==> src/rtl/uart_tx_pkg.sv <==
// Shared definitions for the UART transmitter: FSM states, frame constants
// and the clock divider computation.
package uart_tx_pkg;

    localparam int unsigned DATA_BITS  = 8;
    localparam int unsigned OVERSAMPLE = 16;
    localparam int unsigned TICK_CNT_W = $clog2(OVERSAMPLE);
    localparam int unsigned BIT_IDX_W  = 4;
    // Bit index of the stop bit on the line (0 = start, 1..8 = data).
    localparam int unsigned STOP_IDX   = DATA_BITS + 1;

    typedef enum logic [1:0] {
        IDLE  = 2'd0,
        START = 2'd1,
        DATA  = 2'd2,
        STOP  = 2'd3
    } state_t;

    // Clocks per oversample tick, truncated; never below one clock.
    function automatic int unsigned calc_div(input int unsigned clk_hz,
                                             input int unsigned baud);
        int unsigned d;
        d = clk_hz / (OVERSAMPLE * baud);
        return (d == 0) ? 1 : d;
    endfunction

endpackage

==> src/rtl/uart_tx_if.sv <==
// Transmit request / serial line bundle.
//   data_in : byte to send (master -> slave)
//   tx_en   : level-sensitive transmit request (master -> slave)
//   tx      : serial line, idle high (slave -> master)
//   done    : one-clock pulse at frame end (slave -> master)
//   busy    : frame in progress (slave -> master)
interface uart_tx_if;
    logic [7:0] data_in;
    logic       tx_en;
    logic       tx;
    logic       done;
    logic       busy;

    modport master (
        output data_in,
        output tx_en,
        input  tx,
        input  done,
        input  busy
    );

    modport slave (
        input  data_in,
        input  tx_en,
        output tx,
        output done,
        output busy
    );
endinterface

==> src/rtl/uart_baud_gen.sv <==
// Oversample tick generator: one-clock tick every DIV clocks.
//   clk, rst_n : clock, synchronous active-low reset
//   clear      : restart the divider phase (held while the transmitter idles)
//   tick       : registered tick, high for one clock every DIV clocks
module uart_baud_gen
    import uart_tx_pkg::*;
#(
    parameter int unsigned UART_INPUT_CLK = 100_000_000,
    parameter int unsigned baud_rate      = 9600
) (
    input  logic clk,
    input  logic rst_n,
    input  logic clear,
    output logic tick
);

    localparam int unsigned DIV   = calc_div(UART_INPUT_CLK, baud_rate);
    localparam int unsigned CNT_W = (DIV > 1) ? $clog2(DIV) : 1;

    logic [CNT_W-1:0] r_cnt;
    logic [CNT_W-1:0] w_cnt_next;
    logic             r_tick;

    // Phase counter: clocks elapsed since clear, modulo DIV.
    always_comb begin
        w_cnt_next = r_cnt + CNT_W'(1);
        if (clear || (r_cnt == CNT_W'(DIV - 1))) begin
            w_cnt_next = '0;
        end
    end

    // The tick is registered one clock ahead, so the first tick after clear
    // is consumed exactly DIV clocks later.
    always_ff @(posedge clk) begin
        if (!rst_n) begin
            r_cnt  <= '0;
            r_tick <= 1'b0;
        end else begin
            r_cnt  <= w_cnt_next;
            r_tick <= (w_cnt_next == CNT_W'(DIV - 1));
        end
    end

    assign tick = r_tick;

endmodule

==> src/rtl/uart_tx_fsm.sv <==
// Frame sequencer and shifter: start bit, 8 data bits LSB first, stop bit,
// each held for OVERSAMPLE ticks.
//   clk, rst_n : clock, synchronous active-low reset
//   tick       : oversample tick from the baud generator
//   data_in    : byte latched when a frame starts
//   tx_en      : transmit request, sampled only in IDLE
//   tx         : registered serial output
//   done       : one-clock pulse on the final stop-bit tick
//   busy       : high while a frame is in progress
//   clear_c    : holds the baud generator phase at zero while idle
module uart_tx_fsm
    import uart_tx_pkg::*;
(
    input  logic       clk,
    input  logic       rst_n,
    input  logic       tick,
    input  logic [7:0] data_in,
    input  logic       tx_en,
    output logic       tx,
    output logic       done,
    output logic       busy,
    output logic       clear_c
);

    state_t                 r_state;
    logic [DATA_BITS-1:0]   r_shift;
    logic [TICK_CNT_W-1:0]  r_tick_cnt;
    logic                   r_tx;
    logic                   r_done;
    logic                   r_busy;
    // Index of the bit currently on the line: 0 start, 1..8 data, 9 stop.
    logic [BIT_IDX_W-1:0]   transmitted_current;
    logic                   w_bit_end;

    assign w_bit_end = tick && (r_tick_cnt == TICK_CNT_W'(OVERSAMPLE - 1));
    assign clear_c   = (r_state == IDLE);

    always_ff @(posedge clk) begin
        if (!rst_n) begin
            r_state             <= IDLE;
            r_shift             <= '0;
            r_tick_cnt          <= '0;
            transmitted_current <= '0;
            r_tx                <= 1'b1;
            r_done              <= 1'b0;
            r_busy              <= 1'b0;
        end else begin
            r_done <= 1'b0;
            // Tick counter wraps naturally after OVERSAMPLE ticks.
            if (tick) begin
                r_tick_cnt <= r_tick_cnt + TICK_CNT_W'(1);
            end

            case (r_state)
                IDLE: begin
                    r_tx                <= 1'b1;
                    r_busy              <= 1'b0;
                    r_tick_cnt          <= '0;
                    transmitted_current <= '0;
                    if (tx_en) begin
                        r_shift <= data_in;
                        r_tx    <= 1'b0;
                        r_busy  <= 1'b1;
                        r_state <= START;
                    end
                end

                START: begin
                    if (w_bit_end) begin
                        r_tx                <= r_shift[0];
                        transmitted_current <= BIT_IDX_W'(1);
                        r_state             <= DATA;
                    end
                end

                DATA: begin
                    if (w_bit_end) begin
                        if (transmitted_current == BIT_IDX_W'(DATA_BITS)) begin
                            r_tx                <= 1'b1;
                            transmitted_current <= BIT_IDX_W'(STOP_IDX);
                            r_state             <= STOP;
                        end else begin
                            r_shift             <= r_shift >> 1;
                            r_tx                <= r_shift[1];
                            transmitted_current <= transmitted_current + BIT_IDX_W'(1);
                        end
                    end
                end

                STOP: begin
                    if (w_bit_end) begin
                        r_tx    <= 1'b1;
                        r_done  <= 1'b1;
                        r_busy  <= 1'b0;
                        r_state <= IDLE;
                    end
                end

                default: begin
                    r_state <= IDLE;
                end
            endcase
        end
    end

    assign tx   = r_tx;
    assign done = r_done;
    assign busy = r_busy;

endmodule

==> src/rtl/uart_tx.sv <==
// UART transmitter top: 8N1 frames at baud_rate from an UART_INPUT_CLK clock.
//   clk   : single clock, rising edge
//   rst_n : synchronous active-low reset
//   bus   : uart_tx_if slave (data_in, tx_en in; tx, done, busy out)
module uart_tx
    import uart_tx_pkg::*;
#(
    parameter int unsigned UART_INPUT_CLK = 100_000_000,
    parameter int unsigned baud_rate      = 9600
) (
    input  logic        clk,
    input  logic        rst_n,
    uart_tx_if.slave    bus
);

    logic w_tick;
    logic w_clear;
    logic w_tx;
    logic w_done;
    logic w_busy;

    uart_baud_gen #(
        .UART_INPUT_CLK (UART_INPUT_CLK),
        .baud_rate      (baud_rate)
    ) u_baud_gen (
        .clk   (clk),
        .rst_n (rst_n),
        .clear (w_clear),
        .tick  (w_tick)
    );

    uart_tx_fsm fsm_controller (
        .clk     (clk),
        .rst_n   (rst_n),
        .tick    (w_tick),
        .data_in (bus.data_in),
        .tx_en   (bus.tx_en),
        .tx      (w_tx),
        .done    (w_done),
        .busy    (w_busy),
        .clear_c (w_clear)
    );

    assign bus.tx   = w_tx;
    assign bus.done = w_done;
    assign bus.busy = w_busy;

endmodule

==> src/flat_wrapper.sv <==
// flat-port wrapper written by rule: the top's interface ports become plain ports
module uart_tx_flat import uart_tx_pkg::*;
#(
    parameter int unsigned UART_INPUT_CLK = 100_000_000,
    parameter int unsigned baud_rate      = 9600
)
  (clk, rst_n, bus_data_in, bus_tx_en, bus_tx, bus_done, bus_busy);
  uart_tx_if bus_i ();
  input  logic clk;
  input  logic rst_n;
  input wire logic [$bits(bus_i.data_in)-1:0] bus_data_in;
  input wire logic [$bits(bus_i.tx_en)-1:0] bus_tx_en;
  output wire logic [$bits(bus_i.tx)-1:0] bus_tx;
  output wire logic [$bits(bus_i.done)-1:0] bus_done;
  output wire logic [$bits(bus_i.busy)-1:0] bus_busy;
  assign bus_i.data_in = bus_data_in;
  assign bus_i.tx_en = bus_tx_en;
  assign bus_tx = bus_i.tx;
  assign bus_done = bus_i.done;
  assign bus_busy = bus_i.busy;
  uart_tx #(.UART_INPUT_CLK(UART_INPUT_CLK), .baud_rate(baud_rate)) u_core (.clk(clk), .rst_n(rst_n), .bus(bus_i));
endmodule
==> config.mk <==
export PLATFORM = sky130hd
export DESIGN_NAME = uart_tx_flat
export DESIGN_NICKNAME = d
export VERILOG_FILES = /design/src/rtl/uart_tx_pkg.sv /design/src/rtl/uart_tx_if.sv /design/src/rtl/uart_baud_gen.sv /design/src/rtl/uart_tx_fsm.sv /design/src/rtl/uart_tx.sv /design/src/flat_wrapper.sv
export SDC_FILE = /design/constraint.sdc
export NUM_CORES = 1
export LEC_CHECK = 0
export CAP_MARGIN = 25
export CORE_ASPECT_RATIO = 1.75
export CORE_MARGIN = 2
export CORE_UTILIZATION = 57
export CTS_CLUSTER_SIZE = 10
export DETAILED_ROUTE_END_ITERATION = 7
export PLACE_DENSITY = 0.81
export SLEW_MARGIN = 20
export SYNTH_ARGS = -nofsm -noshare
export SYNTH_HDL_FRONTEND = slang
export SYNTH_HIERARCHICAL = 1
export SYNTH_SLANG_ARGS = --single-unit
==> constraint.sdc <==
create_clock -name clk -period 2.05 [get_ports clk]
set_clock_uncertainty 0.1 [all_clocks]
set_input_delay 0.5125 -clock clk [delete_from_list [all_inputs] [get_ports clk]]
set_output_delay 0.5125 -clock clk [all_outputs]
set_load 0.03 [all_outputs]
Word-level counts from Yosys, hierarchy flattened. Cells that the tools add are included.

Register bits: 32. Latch bits: 0. Bits in writable memories: 0. Memory bits (read-only): 0. Input bits: 11. Output and inout port bits: 3. Word-level logic and storage cells: 64. Memories: 0.

Add/subtract/negate cells: 3. $mul: 0. Div/mod/pow operators: 0. $lt $le $gt $ge: 0. Equality and inequality tests: 13. Shifts and indexed selects: 0. Mux-type cells: 25. Bitwise operators: 1. Reductions and logical operators: 13.

Operator list (number): $mux 8 (3); $eq 10x10->1 const B (2); $pmux 8 s2 (1); $mux 4 (3); $ne 2x2->1 const B (6); $pmux 4 s3 (1); $add 10x1->10 const B (1); $mux 10 (1); $mux 2 (5); $add 4x1->4 const B (2); $eq 4x4->1 const B (2); $mux 1 (8); $pmux 2 s4 (1); $reduce_and 3->1 (2); $reduce_and 5->1 (1); $eq 2x2->1 const B (2); $pmux 1 s4 (1); $reduce_and 2->1 (2); $reduce_and 4->1 (1); $reduce_bool 2->1 (2); $reduce_bool 3->1 (1); $eq 2x1->1 const B (1); $logic_not 2->1 (1); $pmux 1 s2 (1); 4 further kinds (4).

Logic depth before layout (Yosys ltp).
Word-level depth: 4. Depth in mapped cells: 7. Mapped depth without buffers: 6.

Cells and area by module. The synthesis kept the hierarchy.

Modules (own cells, without submodules): uart_tx_fsm (instances 1, cells an instance 129, area each 1154.9 um2, seq. area each 420.4 um2); uart_baud_gen (instances 1, cells an instance 65, area each 589.3 um2, seq. area each 220.2 um2).

Least setup slack after synthesis. OpenSTA, ideal clock, no wires.

Kind: flip-flop to flip-flop. From: register u_core.fsm_controller.r_state[0]. To: register u_core.fsm_controller.transmitted_current[3]. Arrival time: 1686 ps. Data required time: 1880 ps. Setup slack: 194 ps. Stages on the path, launching flop included: 8. Buffers on the path: 1. Clock period less this slack: 1856 ps. Path through: dfxtp_1 -> inv_1 -> ha_1 -> buf_6 -> or2_4 -> a211o_1 -> or3_1 -> a21boi_1.

Longest elaborated chain between the ends: 3. Elaborated cells on any way between the ends: 8. Classes of those cells: 4 x eq/ne; 1 x mux; 3 x reduce/logical.

RTL lines: from (decl) (line uart_tx_fsm.sv:25) `state_t r_state;`; from (signal assigned) (line uart_tx_fsm.sv:40) `r_state <= IDLE;`; from (signal assigned) (line uart_tx_fsm.sv:64) `r_state <= START;`; from (signal assigned) (line uart_tx_fsm.sv:72) `r_state <= DATA;`; $eq 2x1->1 (tied with other cells) (line uart_tx_fsm.sv:54) `case (r_state)`; $ne 2x2->1 (no source line) or $reduce_bool 3->1 (tied branches); $reduce_and 3->1 (no source line); to (signal assigned) (line uart_tx_fsm.sv:80) `transmitted_current <= BIT_IDX_W'(STOP_IDX);`; to (signal assigned) (line uart_tx_fsm.sv:85) `transmitted_current <= transmitted_current + BIT_IDX_W'(1);`; to (decl) (line uart_tx_fsm.sv:32) `logic [BIT_IDX_W-1:0] transmitted_current;`.

Parallel ways exist; a longest one is shown, timed or not. A chain may end at the register's enable or synchronous reset.

Worst setup path in the final report.
From: register u_core.fsm_controller.r_tx, in the netlist u_core/fsm_controller/tx. To: output bus_tx.

RTL lines: from (decl) (line uart_tx_fsm.sv:28) `logic r_tx;`; from (signal assigned) (line uart_tx_fsm.sv:70) `r_tx <= r_shift[0];`; from (signal assigned) (line uart_tx_fsm.sv:84) `r_tx <= r_shift[1];`; to (decl) (line flat_wrapper.sv:13) `output wire logic [$bits(bus_i.tx)-1:0] bus_tx;`.

No word-level cell between the ends.

==> key figures <==
Timing
  • Setup TNS Final: 0 ps
  • Post-layout min period: 1903 ps
  • Final Hold Vio Count: 0
  • Worst-case headroom to the max-slew limit: 0.7362
  • Max Clock Freq: 525.5 MHz
  • Final setup viols: 0
  • Worst Max-Slew Pin Slew: 391.6 ps
  • Final period util: 0.9282
  • Final Max Slew Viols: 0
  • Setup WS post-layout: 147.1 ps
  • Worst hold slack: 364.0 ps
  • RSZ-0062 raised after global routing: no

Clock network
  • Worst-Skew Late Latency: 280 ps
  • Clk root buf: clkbuf_8
  • Reg clk slew, reported paths: 60 ps
  • Postcts setup bufs: 0
  • CTS Hold Bufs: 0
  • Clk buf depth: 2
  • H-Tree Depth: 2
  • CTS tree: done
  • Clk sinks: 32
  • CTS buffer count: 5
  • CTS resizes: 0

Hold path
  • Hold Path Depth: 2
  • HP Class: reg2reg
  • Min-Delay Startpoint: u_core/fsm_controller/r_shift[2]$_SDFFE_PN0P_
  • WHS Endpoint: u_core/fsm_controller/r_shift[2]$_SDFFE_PN0P_

Route
  • Iter 0 DRT Violations: 30
  • Drt pass-1 iters: 4
  • Vias: 1406
  • Sum of routed wire length over all layers: 3.582 mm
  • Vias per cell: 5.958
  • DRC viols: 0
  • Wire per inst: 15.18 microns
  • Routed Antenna Nets: 0

Logic synthesis
  • Cells after synthesis: 194
  • Top cells by area, synth: dfxtp_1 37%, ha_1 6.5%, mux2i_1 5.7%, nand2_1 5.6%, mux2_2 4.5%
  • Synthesized cell area: 1744 sq um
  • Asr flop ratio synth: 0
  • Avg Cell Area, Syn: 8.991 sq um
  • Sequential share of the synthesized area: 0.3673
  • Post-synth EDFFs: 0
  • Synth Flop Type: dfxtp_1
  • Syn Nets: 214
  • Synth area leader: dfxtp_1
  • Number of synthesis warnings: 6
  • Synth top area share: 0.3673
  • Distinct cell type count after synthesis: 48
  • Synth Register Bits: 32

Run status
  • Status: completed

Pwr
  • Pwr Total: 2.205 mW
  • Static Leak: 0.7642 nW
  • Pwr/cell area: 1108 nW/um^2
  • Maximum VDD drop: 0.0007697 V

Layout
  • Highest-count cells in the layout ignoring fill and taps: 32 x dfxtp_1, 26 x nand2_1, 20 x nor2_1
  • Most common cell after layout, fill and taps aside: dfxtp_1
  • Final Non-Filler Cells: 236
  • Final Util: 0.6795
  • Area grow syn2layout: 14.06%
  • Fin area: 1989 sq um
  • Layout cells sized above 1: 0.1250
  • Antenna cells: 0
  • Final #Nets: 228

Setup path
  • Critical path cell sequence: clkdlybuf4s50_1
  • Worst Setup Start Kind: flip-flop
  • Worst path bufs/invs: 1
  • R2R Path Start: u_core/u_baud_gen/r_cnt[2]$_SDFF_PN0_
  • FF-to-FF End: u_core/u_baud_gen/tick$_SDFF_PN0_
  • Worst EP required: 1440 ps
  • Critical Path Max Stage Delay: 680 ps
  • Crit-path leading delay family: buffers and inverters
  • Start-to-end type of the worst setup path: reg2out
  • CP max stage cell: clkdlybuf4s50_1
  • Max FO, Critical Path: 2
  • Worst Setup End Kind: output pin
  • Flop2flop setup slack: 150 ps
  • Crit path DAT: 1290 ps
  • Reg2reg path depth: 4

Global route
  • Initial antenna violation count: 0
  • Number of global-route vias before repair: 1415
  • Gr ovfl total: 0
  • Tot GR Track Use: 0.2332
  • First-pass GRT wire length: 6.161 mm
  • Pin count of the biggest net entering global routing: 30

Die
  • Die H: 77.18 microns
  • Initial Util: 0.5957
  • Die Footprint: 3536 sq um
  • IO Pins: 14
  • Row cnt: 26
  • Core area: 2928 sq um
  • Die X: 45.82 microns

Placed design
  • Cell Area, Placed: 1893 sq um
  • Routability cong.: 0.8636
  • DP Wirelength: 2.611 mm
  • I/O Buffers: 13
  • Pre-CTS setup slack: 167.9 ps
  • Dpl cells: 229

Flow run
  • Max-Cap Viols: 0
## Yosys cell counts (all sizes together), types with 3 or more instances
library cell,count
inv,8
xnor2,8
nand3b,3
or2,3
xor2,4
nand4,3
clkbuf,5
buf,5
mux2,8
nand3,9
mux2i,10
nand2,26
nor2,20
ha,9
o21ai,7
dfxtp,32
## cell families after synthesis
| group | Yosys count | synth area share |
|---|---|---|
| simple gates | 79 | 0.2396 |
| flops | 32 | 0.3673 |
| compound gates | 26 | 0.1083 |
| buf+inv | 18 | 0.05094 |
| mux | 18 | 0.1090 |
| xor+xnor | 12 | 0.06026 |
| fa+ha+maj | 9 | 0.06456 |
## worst min-delay path: stages (launching register included)
cell and delay [ps]:
dfxtp_1 310, nand2_1 50, mux2i_1 50
## worst max path at each step
stage,start,endpoint,slack (ps),depth (start not counted)
6_report,u_core/fsm_controller/tx$_SDFFE_PN1P_,bus_tx,150,1
5_1_grt,u_core/u_baud_gen/r_cnt[2]$_SDFF_PN0_,u_core/u_baud_gen/tick$_SDFF_PN0_,60,4
4_1_cts,u_core/fsm_controller/tx$_SDFFE_PN1P_,bus_tx,140,1
3_5_place_dp,bus_tx_en,u_core/fsm_controller/r_shift[1]$_SDFFE_PN0P_,170,5
3_3_place_gp,u_core/u_baud_gen/r_cnt[2]$_SDFF_PN0_,u_core/u_baud_gen/tick$_SDFF_PN0_,250,4
2_1_floorplan,u_core/fsm_controller/r_state[0]$_SDFFE_PN0P_,u_core/fsm_controller/transmitted_current[3]$_SDFFE_PN0P_,190,7
## state kept, by name (all words and copies together) (netlist names)
signal and flops:
u_core/fsm_controller/done 1, u_core/fsm_controller/r_shift 8, u_core/fsm_controller/busy 1, u_core/fsm_controller/transmitted_current 4, u_core/fsm_controller/r_tick_cnt 4, u_core/u_baud_gen/r_cnt 10, u_core/fsm_controller/r_state 2, u_core/fsm_controller/tx 1
u_core/u_baud_gen/tick 1
## where the power goes
part	switching [mW]	internal, mW	total (mW)
logic	0.470	0.398	0.868
registers	0.0808	0.736	0.817
clock network	0.222	0.299	0.521
total	0.772	1.43	2.20
## metal layers
layer,track usage,part of all wire
met1,0.2452,0.37
met2,0.4127,0.57
met3,0.05412,0.040
met4,0.1000,0.018
met5,0,0
## final cells by class
cell class / count / area, sq um
sequential: 32 / 640.6
tap: 28 / 35.03
multi-input combinational: 144 / 1015
clock buffer: 7 / 96.34
inverter: 8 / 30.03
timing repair buffer: 17 / 172.7
fill: 231 / 938.4
Power figures use the tool's default switching activity.
==> edit 1, RTL diff (config.mk and constraints unchanged) <==
Reset style: asynchronous (`rst_n`), changed in 2 clocked blocks. Comments in the files are not updated.
--- a/src/rtl/uart_baud_gen.sv
+++ b/src/rtl/uart_baud_gen.sv
@@ -33,3 +33,3 @@
     // is consumed exactly DIV clocks later.
-    always_ff @(posedge clk) begin
+    always_ff @(posedge clk or negedge rst_n) begin
         if (!rst_n) begin
--- a/src/rtl/uart_tx_fsm.sv
+++ b/src/rtl/uart_tx_fsm.sv
@@ -37,3 +37,3 @@
 
-    always_ff @(posedge clk) begin
+    always_ff @(posedge clk or negedge rst_n) begin
         if (!rst_n) begin
Function: differs if rst_n is asserted again (counterexample within 4 cycles, from zero or initial values and one cycle with rst_n low); with rst_n held inactive, the same outputs for 10 cycles.
==> edit 1 against the unedited design <==
  * Synthesized area grew 7.2%
  * Sequential share of layout area grew 4.0 points
  * Power grew 33%
  * Wire length grew 7.5%
  * Sequential cell count is the same
  * Setup slack lost 77 ps
  * Highest routed layer unchanged
  * Cell area grew 11%
  * Via count grew 1.5%
==> edit 1: results (changes against the unedited design) <==
met1 Use GR=24.14% (-0.38 points); first-pass GRT wire length=6285 um (+2.0%); gpl congestion=0.8494 (-1.6%); Comb. pwr=1.50 mW (+73%); Sw Share=36.81% (+1.8 points); largest net degree at the start of global routing=33 (+10%); min-delay src=u_core/fsm_controller/tx; R2R setup slack=70 ps (-80 ps); CP max stage delay=390 ps (-290 ps); status=complete, no violations; Sequential Power=0.979 mW (+20%); minimum clock period=1980 ps (+77.18 ps); Leak Pwr=0.9790 nW (+28%); Net Sw Power=1.082 mW (+40%); Synth area leaders=dfrtp_1 (41%), mux2_2 (9.6%), ha_1 (6.0%), nor2_1 (2.8%), xnor2_1 (2.3%); Hold EP=u_core/fsm_controller/tx; via count=1427 (+1.5%); CP max FO=3 (+1); Routed wire per std cell=15.97 um (+5.2%); critical path data arrival time=2050 ps (+760 ps); Post-Syn Instances=169 (-13%); Reg2Reg Launch Point=u_core/fsm_controller/r_state[0]; HPWL Detailed=2787 um (+6.7%); synth cell count leaders=dfrtp_1 (31), mux2_2 (16), nor2_1 (14), inv_1 (11), ha_1 (9); layout cells sized above 1=27.78% (+15 points); depth of the worst register-to-register path=5 (+1); net count of the finished layout=217 (-4.8%); Worst Setup Slack post-DPL=-64.89 ps (-232.8 ps); FF-to-FF End=u_core/fsm_controller/r_state[1]; delay-heaviest family, CP=simple AND/OR/NAND/NOR gates; Total GRT Usage=23.32% (about the same); Post-Route WL=3849 um (+7.5%); Yosys cell types=50 (+4.2%)
-- edit 1: metrics by stage --
stage          utilization (%)  cell area, um2  hold slack, ps
6_report                 70.49            2215           398.0
5_1_grt                  70.49            2215           417.9
4_1_cts                  69.49            2183           401.0
3_5_place_dp             66.51            2090           391.8
3_3_place_gp             66.51            2090           377.5
2_1_floorplan                -            1871           116.9
-- edit 1: routing by layer --
layer	share of wire [%]	vias to the layer above	wire length, um
met5	0	-	0
li1	-	664	-
met1	36	716	1393
met2	57	33	2201
met4	3.6	0	138
met3	3.0	14	117
-- edit 1: logic make-up (layout without fill, tap and decap cells) --
kind of cell | Yosys count | count (layout) | share of synthesized area, %
and+or+nand+nor | 51 | 51 | 17.74
muxes | 19 | 19 | 11.24
DFF | 32 | 32 | 42.90
xor gates and xnor gates | 9 | 9 | 4.217
buffers and inverters | 18 | 47 | 5.087
AOI/OAI and AO/OA | 31 | 31 | 12.79
adders and majority gates | 9 | 9 | 6.024
-- edit 1: layout make-up --
cell class	instances	area [um2]	share of cell area, %
Clock buffer	7	76.32	3.446
Clock inverter	1	5.005	0.2260
Inverter	11	41.29	1.864
Multi-Input combinational cell	119	991.0	44.75
Sequential cell	32	802.0	36.21
Tap cell	43	53.80	2.429
Timing Repair Buffer	28	245.2	11.07
-- edit 1: what timing repair did --
action	in CTS	in global routing
resized for setup	2	6
setup endpoints to repair	9	8
pin swaps	0	1
hold endpoints to repair	0	0
setup buffers	1	2
-- edit 1: tightest hold or removal path: cells and delay by family (launching register included) --
family	cells	cell delay, ps
AO/OA/AOI/OAI	1	70
flip-flops	1	370
AND/OR/NAND/NOR	1	60
==> edit 2, RTL diff (same settings) <==
Without the edit above. `BIT_IDX_W`: 4 -> 5.
--- a/src/rtl/uart_tx_pkg.sv
+++ b/src/rtl/uart_tx_pkg.sv
@@ -7,3 +7,3 @@
     localparam int unsigned TICK_CNT_W = $clog2(OVERSAMPLE);
-    localparam int unsigned BIT_IDX_W  = 4;
+    localparam int unsigned BIT_IDX_W  = 5;
     // Bit index of the stop bit on the line (0 = start, 1..8 = data).
Formal check against the unedited RTL: same outputs for any inputs over 10 cycles, from zero or initial values and one cycle with rst_n low; that may be too few to reach the edited logic, so the function may still have changed.
==> edit 2 against the unedited design <==
  * Final cell count is 3.4% higher
  * Power shrank 17%
  * Synthesized area up 1.4%
  * Setup slack worse by 21 ps
  * Cell area up 1.1%
  * Sequential cell count is 1 higher
  * Clock power is 11% lower
  * Sequential share of layout area up 0.66 points
  * First-iteration DRC count did not move
  * Global-route usage shrank 0.55 points
  * Wire length up 2.7%
  * Largest cell class unchanged
  * Highest routed layer unchanged
==> edit 2: results (changes against the unedited design) <==
synth cell count leaders=dfxtp_1 (33), nor2_1 (22), nand3_1 (15), nand2_1 (14), ha_1 (10); layout cells sized above 1=9.259% (-3.2 points); critical path data arrival time=2000 ps (+710 ps); Yosys cell types=49 (+2.1%); met1 Use GR=22.21% (-2.3 points); wire length on met2=2059 um (+1.1%); Area after DPL=0.001923 mm2 (+1.6%); top flop regs=u_core/u_baud_gen/r_cnt (10), u_core/fsm_controller/r_shift (8), u_core/fsm_controller/transmitted_current (5); post-cts resize count=0 (unchanged); Pre-antenna DRT Iters=4 (unchanged); maximum VDD drop=0.6243 mV (-19%); top sig layer=met4; Slowest-stage cell, CP=or4_1; Seq/Total Area, Yosys=37.37% (+0.64 points); maximum clock path buffer count=2 (unchanged); Worst Setup Slack post-DPL=21.46 ps (-146.4 ps); met3 wire length=113 um (-22%); gpl congestion=0.7677 (-11%); Mapped Nets=218 (+1.9%); Total GRT Usage=22.77% (-0.55 points); global routing usage on met3=5.814% (+0.40 points); Synth area leaders=dfxtp_1 (37%), ha_1 (7.1%), nor2_1 (4.7%), nand3_1 (4.2%), xnor2_1 (4.0%); M1 wire length=1449 um (+8.7%); status=complete, no violations; vias in the first global route=1508 (+6.6%); Mean Syn Cell Area=8.974 um2 (-0.18%); Least-Margin Pin Slew=457.1 ps (+65.54 ps); Leak Pwr=0.7279 nW (-4.8%); H-Tree Depth=2 (unchanged); Post-Route WL=3678 um (+2.7%); CP max stage delay=500 ps (-180 ps); net count of the finished layout=236 (+3.5%); met2 Use GR=40.14% (-1.1 points); Routed wire per std cell=15.07 um (-0.69%); Port-buffer cells=13 (unchanged); CP max FO=4 (+2); HPWL Detailed=2766 um (+5.9%); first-pass GRT wire length=6058 um (-1.7%); Via density=6.189 (+3.9%); largest net degree at the start of global routing=13 (-57%); Sw Share=34.03% (-1.0 points)
## edit 2: changes by cell type after synthesis, sizes merged, moves of 2 or more
cell,before,now
mux2,8,0
nand4,3,5
nand3,9,16
o211ai,2,0
a21boi,1,10
nor2,20,22
nor3,2,4
nand2,26,14
a22oi,0,7
o21a,1,3
mux2i,10,3
## edit 2: logic make-up (layout without fill, tap and decap cells)
group           Yosys count  count (layout)  share of synthesized area (%)
compound gates           42              42                          17.55
buf+inv                  17              36                          4.812
xor+xnor                 12              12                          5.945
mux                       3               3                          1.699
fa+ha+maj                10              10                          7.077
simple gates             80              80                          25.55
flops                    33              33                          37.37
## edit 2: cell type report
class                   instances  area (um2)
clock buffers                   8       80.08
fillers                       232       917.1
inverters                       8       30.03
multi-input cells             147        1022
flip-flops and latches         33       660.6
well taps                      28       35.03
repair buffers                 20       182.7
## edit 2: power by group through the flow
stage	combinational, mW	clock, mW	sequential [mW]
after floorplan	0.377	0	0.813
after global placement	0.534	0	0.795
after detailed placement	0.564	0	0.801
after CTS	0.564	0.476	0.787
after global routing	0.621	0.503	0.797
final	0.570	0.465	0.787
## edit 2: worst paths after layout
| kind | startpoint | slack (ps) | depth (start not counted) | endpoint |
|---|---|---|---|---|
| setup / recovery | u_core/fsm_controller/r_state[1] | 130 | 6 | u_core/fsm_controller/r_state[0] |
| setup reg to reg | u_core/fsm_controller/r_state[1] | 130 | 6 | u_core/fsm_controller/r_state[0] |
| hold reg to reg | u_core/fsm_controller/tx | 370 | 2 | u_core/fsm_controller/tx |
| hold / removal | u_core/fsm_controller/tx | 370 | 2 | u_core/fsm_controller/tx |
## edit 2: critical path, delay by kind of cell, from the launching register on
kind | cells | cell delay (ps)
simple gates | 2 | 730
fa+ha+maj | 1 | 240
compound gates | 2 | 270
buf+inv | 1 | 100
flops | 1 | 390
